`config.mk`:
```
export PLATFORM = sky130hd
export DESIGN_NAME = genius_input_conditioner
export DESIGN_NICKNAME = d
export VERILOG_FILES = /design/src/rtl/genius_input_conditioner.sv
export SDC_FILE = /design/constraint.sdc
export NUM_CORES = 1
export LEC_CHECK = 0
export BUFFER_PORTS_ARGS = -buffer_cell sky130_fd_sc_hd__buf_2
export CAP_MARGIN = 5
export CORE_UTILIZATION = 36
export DETAILED_ROUTE_END_ITERATION = 10
export GPL_TIMING_DRIVEN = 1
export SYNTH_ARGS = -nofsm -noshare
export SYNTH_HDL_FRONTEND = slang
export SYNTH_SLANG_ARGS = --single-unit
export TNS_END_PERCENT = 1
```
`constraint.sdc`:
```
create_clock -name clock -period 2.9 [get_ports clock]
set_clock_uncertainty 0.1 [all_clocks]
set_input_delay 0.145 -clock clock [delete_from_list [all_inputs] [get_ports clock]]
set_output_delay 0.145 -clock clock [all_outputs]
set_load 0.02 [all_outputs]
```
`src/rtl/genius_input_conditioner.sv`:
```
// Input conditioner for the Genius memory game: synchronizes and debounces
// three colour buttons plus start, and hands single qualified presses
// downstream through a valid/ack holding register.
//
// Ports:
//   clock, reset   rising-edge clock, synchronous active-high reset
//   btn_raw[2:0]   raw asynchronous colour buttons (bit i = number i)
//   start_raw      raw asynchronous start button
//   press_ack      downstream consumed the held press
//   press_valid    a qualified press is held in press_code
//   press_code     held press number (0..2)
//   start_pulse    one-cycle pulse per debounced start press
//   btn_level      debounced button levels
//   press_multi    one-cycle pulse when several buttons rose together
//   press_overrun  sticky flag: a press was dropped while one was held
//
// Build option: define GENIUS_BTN_ACTIVE_LOW_EN for boards whose keys read
// 0 when pressed; the raw inputs are then inverted ahead of the synchronizer.
module genius_input_conditioner #(
  parameter int DEBOUNCE_CYCLES = 16
) (
  input  logic       clock,
  input  logic       reset,
  input  logic [2:0] btn_raw,
  input  logic       start_raw,
  input  logic       press_ack,
  output logic       press_valid,
  output logic [1:0] press_code,
  output logic       start_pulse,
  output logic [2:0] btn_level,
  output logic       press_multi,
  output logic       press_overrun
);

  localparam int CW = 16;
  localparam logic [CW-1:0] LIMIT = CW'(DEBOUNCE_CYCLES - 1);

  // Channel 3 is start, channels 2..0 are the colour buttons.
  logic [3:0] raw_in;

`ifdef GENIUS_BTN_ACTIVE_LOW_EN
  assign raw_in = ~{start_raw, btn_raw};
`else
  assign raw_in = {start_raw, btn_raw};
`endif

  logic [3:0]    sync1;
  logic [3:0]    sync2;
  logic [3:0]    level;
  logic [3:0]    level_d;
  logic [3:0]    rise;
  logic [CW-1:0] cnt [4];

  always_ff @(posedge clock) begin
    if (reset) begin
      sync1   <= '0;
      sync2   <= '0;
      level   <= '0;
      level_d <= '0;
      rise    <= '0;
      for (int i = 0; i < 4; i++) begin
        cnt[i] <= '0;
      end
    end else begin
      sync1   <= raw_in;
      sync2   <= sync1;
      level_d <= level;
      // Rise flag lands the cycle after the debounced level goes high.
      rise    <= level & ~level_d;
      for (int i = 0; i < 4; i++) begin
        if (sync2[i] == level[i]) begin
          cnt[i] <= '0;
        end else if (cnt[i] == LIMIT) begin
          level[i] <= ~level[i];
          cnt[i]   <= '0;
        end else begin
          cnt[i] <= cnt[i] + 1'b1;
        end
      end
    end
  end

  logic [2:0] btn_rise;
  logic       single;
  logic [1:0] idx;
  logic       valid_n;
  logic [1:0] code_n;
  logic       over_n;
  logic       multi_n;

  assign btn_rise = rise[2:0];

  always_comb begin
    single  = 1'b0;
    idx     = 2'b00;
    valid_n = press_valid;
    code_n  = press_code;
    over_n  = press_overrun;
    multi_n = 1'b0;
    case (btn_rise)
      3'b001: begin
        single = 1'b1;
        idx    = 2'd0;
      end
      3'b010: begin
        single = 1'b1;
        idx    = 2'd1;
      end
      3'b100: begin
        single = 1'b1;
        idx    = 2'd2;
      end
      default: begin
        single = 1'b0;
        idx    = 2'd0;
      end
    endcase
    if (single) begin
      // An ack in the same cycle frees the slot for the new press.
      if (!press_valid || press_ack) begin
        valid_n = 1'b1;
        code_n  = idx;
      end else begin
        over_n = 1'b1;
      end
    end else begin
      multi_n = ($countones(btn_rise) > 1);
      if (press_valid && press_ack) begin
        valid_n = 1'b0;
      end
    end
  end

  always_ff @(posedge clock) begin
    if (reset) begin
      press_valid   <= 1'b0;
      press_code    <= 2'b00;
      press_multi   <= 1'b0;
      press_overrun <= 1'b0;
    end else begin
      press_valid   <= valid_n;
      press_code    <= code_n;
      press_multi   <= multi_n;
      press_overrun <= over_n;
    end
  end

  assign start_pulse = rise[3];
  assign btn_level   = level[2:0];

endmodule
```
==> run metrics, run 1 <==
leakage 1.843 nW; setup_tns 0 ns; Die W 111.0 um; total power 2.777 mW; CP bufs+invs 0; Final Slew Violations 0; Die Y 111.0 um; placed cell count 613; Post-DP HPWL 4986 um; non-filler cells, final 633; post-synth cell types 31; CTS tree built; Critical Path AT 2.05 ns; GR Util All Layers 13.00%; routed vias/inst 4.648; n_diodes 0; critical path class reg2reg; clk_lat worst skew 0.34 ns; Fin. Hold Viols 0; worst min-delay path class in2reg; final setup violating endpoints 0; Worst-Margin Slew 0.4976 ns; nets@finish 497; Hold Path End press_valid$_SDFFE_PP0P_; delay-heaviest family, CP simple AND/OR/NAND/NOR gates; R2R setup slack 0.82 ns; Post-CTS Resized 0; clock transition time at the flip-flop clock pins of the worst setup and hold paths 0.06 ns; launch point of the worst hold path press_ack; ANT nets after route 0; final wirelength 7177 um; most common cell after layout, fill and taps aside nor2_1; Rel. slew slack 66.75%; syn_area_per_cell 10.59 sq um; commonest cells after routing, fill and taps aside nor2_1, edfxtp_1, conb_1; clock sinks 89; Tmin final 2.080 ns; Root Driver clkbuf_16; Sw Ratio 21.20%; top_reg_cell synth edfxtp_1; crit start category flop; Boundary Pins 16; row cnt 39; worst-path maximum fanout 15; failing checks DRC; P_int 2.188 mW; Crit path depth 5; largest net degree at the start of global routing 28; asr flop ratio synth 0%; CTS buffer count 9; area grow syn2layout 18.65%; Seq/Total Area, Yosys 56.61%; WP data required 2.87 ns; Max Cap Violations 0; first-pass GRT wire length 12710 um; drt initial violations 93; Pre-antenna DRT Iters 7; die area 12330 sq um; Initial Util 37.16%; Worst path slowest cell nand2_1; Syn. warnings 0; grt ovf 0; worst hold margin 0.1473 ns; switching pwr 588.5 uW; DR vias 2942; # H-tree levels 3; fmax 0.4808 GHz; Clk pwr share 44.1%; Reg-to-Reg End cnt[2][12]$_SDFFCE_PN0P_; RD Place Congestion 0.7646; # DRC 2; number of global-route vias before repair 2870; sequential power share 52.4%; largest stage delay on the critical path 0.44 ns; core area 11520 sq um; initial antenna violation count 0; hold path depth 3; Routed WL per cell 11.34 um; synthesized instance count 404; crit path cell chain ha_1, nand3_1, nand4b_1, nand2_1, nor2_1; Worst R2R Start cnt[2][0]$_SDFFCE_PN0P_; R2R depth 5; share of the core filled with cells 44.09%; Comb power frac 3.5%; IO Port Bufs 15; RSZ-0062 raised after global routing false; Synth Register Bits 89; pwr dens 546.8 nW/um^2; Synth Cell Area 4279 sq um; fraction of layout instances using a drive strength above 1 7.143%; Crit. End Element flop; Peak VDD IR 0.4239 mV; final period utilization 71.72%; Longest Clk Path Bufs 2; EDFF count, synth 64; outcome finished with violations
## routing by layer
layer  part of all wire (%)  track usage (%)  vias up
met5                      0                0        -
met4                    2.0            7.027        0
met3                    2.6            2.734       11
met2                     47            21.51       31
met1                     48            15.90     1366
li1                       -                -     1534
## sequential cells by signal, indices dropped and copies added (netlist names)
signal         flops
press_overrun      1
sync2              4
cnt               64
press_valid        1
rise               4
level              4
level_d            4
press_multi        1
press_code         2
sync1              4
## worst max-delay path by stage
stage	start	endpoint	slack [ns]
final	cnt[2][0]$_SDFFCE_PN0P_	cnt[2][12]$_SDFFCE_PN0P_	0.82
after global placement	cnt[2][0]$_SDFFCE_PN0P_	cnt[2][11]$_SDFFCE_PN0P_	0.92
after global routing	cnt[2][0]$_SDFFCE_PN0P_	cnt[2][14]$_SDFFCE_PN0P_	0.63
after floorplan	cnt[3][0]$_SDFFCE_PN0P_	cnt[3][10]$_SDFFCE_PN0P_	1.12
after detailed placement	cnt[2][0]$_SDFFCE_PN0P_	cnt[2][12]$_SDFFCE_PN0P_	0.80
after CTS	cnt[2][0]$_SDFFCE_PN0P_	cnt[2][12]$_SDFFCE_PN0P_	0.79
## power by group through the flow
stage	registers, mW	clock network [mW]	logic, mW
floorplan	1.47	0	0.0774
global placement	1.48	0	0.0895
detailed placement	1.48	0	0.0896
CTS	1.45	1.28	0.0947
global route	1.46	1.32	0.111
finish	1.46	1.23	0.0960
## cell usage after synthesis (12+ instances only)
master	number	area share (%)
xnor2_1	48	9.8
nand3_1	23	2.7
a21oi_1	12	1.4
nor3_1	15	1.8
nor2_1	75	6.6
nor4_1	25	3.7
nand4_1	13	1.9
nand2_1	19	1.7
nor2b_1	16	2.3
dfxtp_1	25	12
edfxtp_1	64	45
## per-stage QoR
stage                     instance area [sq um]  worst slack (ns)
after global placement                     4711            0.9242
after CTS                                  5077            0.7937
after global routing                       5077            0.6348
after detailed placement                   4711            0.8024
after floorplan                            4516             1.115
final                                      5077            0.8202
## worst register-to-register path: stages (launching register included)
cell	delay [ns]
edfxtp_1	0.40
ha_1	0.21
nand3_1	0.22
nand4b_1	0.33
nand2_1	0.44
nor2_1	0.12
## what timing repair did
item	CTS	global route
buffers inserted	0	0
endpoints found under the hold margin	4	0
hold buffers	4	0
## logic make-up after synthesis
family / count (synthesis) / share of synthesized area, %
AO/OA/AOI/OAI: 16 / 2.047
XOR/XNOR: 58 / 11.87
adder cells (fa/ha/maj): 5 / 1.462
buffers and inverters: 22 / 2.252
flip-flops: 89 / 56.61
multiplexers: 4 / 0.9357
other: 1 / 0.08764
AND/OR/NAND/NOR: 209 / 24.74
## cell type report
class                           count  area [sq um]
Clock inverter                      4         26.28
Timing Repair Buffer               19         115.1
Clock buffer                       12         300.3
Multi-Input combinational cell    356          1997
Fill cell                        1112          6439
Sequential cell                    89          2422
Tap cell                          143         178.9
Inverter                           10         37.54
Note: power is estimated with default switching activity, not from simulation.
==> run 2, diff against run 1 <==
clock period = 2.09 ns   (was 2.9 ns; I/O delays follow)
==> run metrics, run 2 (same netlist as run 1, synthesis figures left out) <==
die area 12330 sq um; outcome finished with violations; drt initial violations 78; hold path depth 3; Peak VDD IR 0.3818 mV; CTS buffer count 9; R2R depth 6; commonest cells after routing, fill and taps aside nor2_1, edfxtp_1, conb_1; RD Place Congestion 0.7968; worst min-delay path class in2reg; largest stage delay on the critical path 0.41 ns; DR vias 2965; crit start category flop; delay-heaviest family, CP simple AND/OR/NAND/NOR gates; Worst R2R Start cnt[2][0]$_SDFFCE_PN0P_; nets@finish 503; largest net degree at the start of global routing 28; setup slack at placement 0.2536 ns; Post-CTS Resized 0; switching pwr 784.1 uW; Hold Path End press_valid$_SDFFE_PP0P_; most common cell after layout, fill and taps aside nor2_1; failing checks DRC; # DRC 2; Sw Ratio 21.15%; first-pass GRT wire length 12460 um; RSZ-0062 raised after global routing false; critical path class reg2reg; routed vias/inst 4.640; Critical Path AT 1.84 ns; Pre-antenna DRT Iters 8; Routed WL per cell 11.12 um; ANT nets after route 0; fill count 1105; Worst path slowest cell edfxtp_1; CP bufs+invs 1; total power 3.708 mW; launch point of the worst hold path press_ack; Die W 111.0 um; clk_lat worst skew 0.33 ns; crit path cell chain ha_1, nand3_1, nand4b_1, nand2_1, buf_4, nor2_1; row cnt 39; final setup violating endpoints 0; share of the core filled with cells 44.12%; Largest register FFs 64; Final Slew Violations 0; Die Y 111.0 um; Post-DP HPWL 4933 um; area grow syn2layout 18.74%; clock sinks 89; worst-path maximum fanout 15; initial antenna violation count 0; Comb power frac 3.7%; sequential power share 54.5%; n_diodes 0; Largest Register cnt; WP data required 2.07 ns; final wirelength 7103 um; Tmin final 1.859 ns; Boundary Pins 16; leakage 1.845 nW; clock transition time at the flip-flop clock pins of the worst setup and hold paths 0.06 ns; GR Util All Layers 12.61%; CTS tree built; pwr dens 729.8 nW/um^2; setup_tns 0 ns; Initial Util 37.16%; fmax 0.5380 GHz; Clk pwr share 41.8%; fin worst setup slack 0.2312 ns; Crit. End Element flop; fraction of layout instances using a drive strength above 1 7.661%; Root Driver clkbuf_16; # H-tree levels 3; Fin. Hold Viols 0; Max Cap Violations 0; worst hold margin 0.1086 ns; Reg-to-Reg End cnt[2][2]$_SDFFCE_PN0P_; final period utilization 88.94%; R2R setup slack 0.23 ns; P_int 2.924 mW; core area 11520 sq um; Longest Clk Path Bufs 2; grt ovf 0; IO Port Bufs 15; number of global-route vias before repair 2788
## run 2: cell types whose count changed in the layout (fill, tap and decap cells not counted), sizes merged
cell / delta
buf: +6
clkbuf: +2
inv: -2
## run 2: how the worst max path moves through the flow
stage               slack, ns                    start                        to  cells after the start
floorplan                0.31  cnt[3][0]$_SDFFCE_PN0P_  cnt[3][10]$_SDFFCE_PN0P_                      6
global placement         0.34  cnt[2][0]$_SDFFCE_PN0P_   cnt[2][3]$_SDFFCE_PN0P_                      6
detailed placement       0.25  cnt[2][0]$_SDFFCE_PN0P_  cnt[2][15]$_SDFFCE_PN0P_                      6
CTS                      0.21  cnt[2][0]$_SDFFCE_PN0P_  cnt[2][15]$_SDFFCE_PN0P_                      6
global route             0.08  cnt[2][0]$_SDFFCE_PN0P_  cnt[2][15]$_SDFFCE_PN0P_                      6
finish                   0.23  cnt[2][0]$_SDFFCE_PN0P_   cnt[2][2]$_SDFFCE_PN0P_                      6
## run 2: tightest hold or removal path: stages
cell and delay (ns):
buf_2 0.07, nand2b_1 0.22, a21oi_1 0.09
## run 2: per-layer routing
| layer | track usage [%] | wire length (um) | up-vias |
|---|---|---|---|
| li1 | - | - | 1545 |
| met1 | 16.14 | 3578 | 1376 |
| met2 | 20.17 | 3204 | 37 |
| met3 | 3.663 | 235 | 7 |
| met4 | 4.865 | 84 | 0 |
| met5 | 0 | 0 | - |
## run 2: area by class of cell
cell class              instances  area [sq um]  share of cell area [%]
clock inverters                 2         10.01                  0.1970
flip-flops and latches         89          2422                   47.67
repair buffers                 25         160.2                   3.152
clock buffers                  14         275.3                   5.417
inverters                      10         37.54                  0.7387
well taps                     143         178.9                   3.521
multi-input cells             356          1997                   39.30
## run 2: per-stage QoR
step | area, sq um | cells
finish | 5081 | 639
global route | 5081 | 639
CTS | 5081 | 639
detailed placement | 4756 | 619
global placement | 4756 | 619
floorplan | 4516 | 467
## run 2: repair_timing
item                                    4_1_cts  5_1_grt
endpoints found under the setup margin        0        0
setup buffers                                 0        0
endpoints found under the hold margin         4        0
hold buffers                                  4        0
## run 2: power by group through the flow
stage	clock network (mW)	logic (mW)	registers, mW
floorplan	0	0.107	2.04
global placement	0	0.128	2.05
detailed placement	0	0.129	2.06
CTS	1.59	0.136	2.02
global route	1.66	0.159	2.03
finish	1.55	0.138	2.02
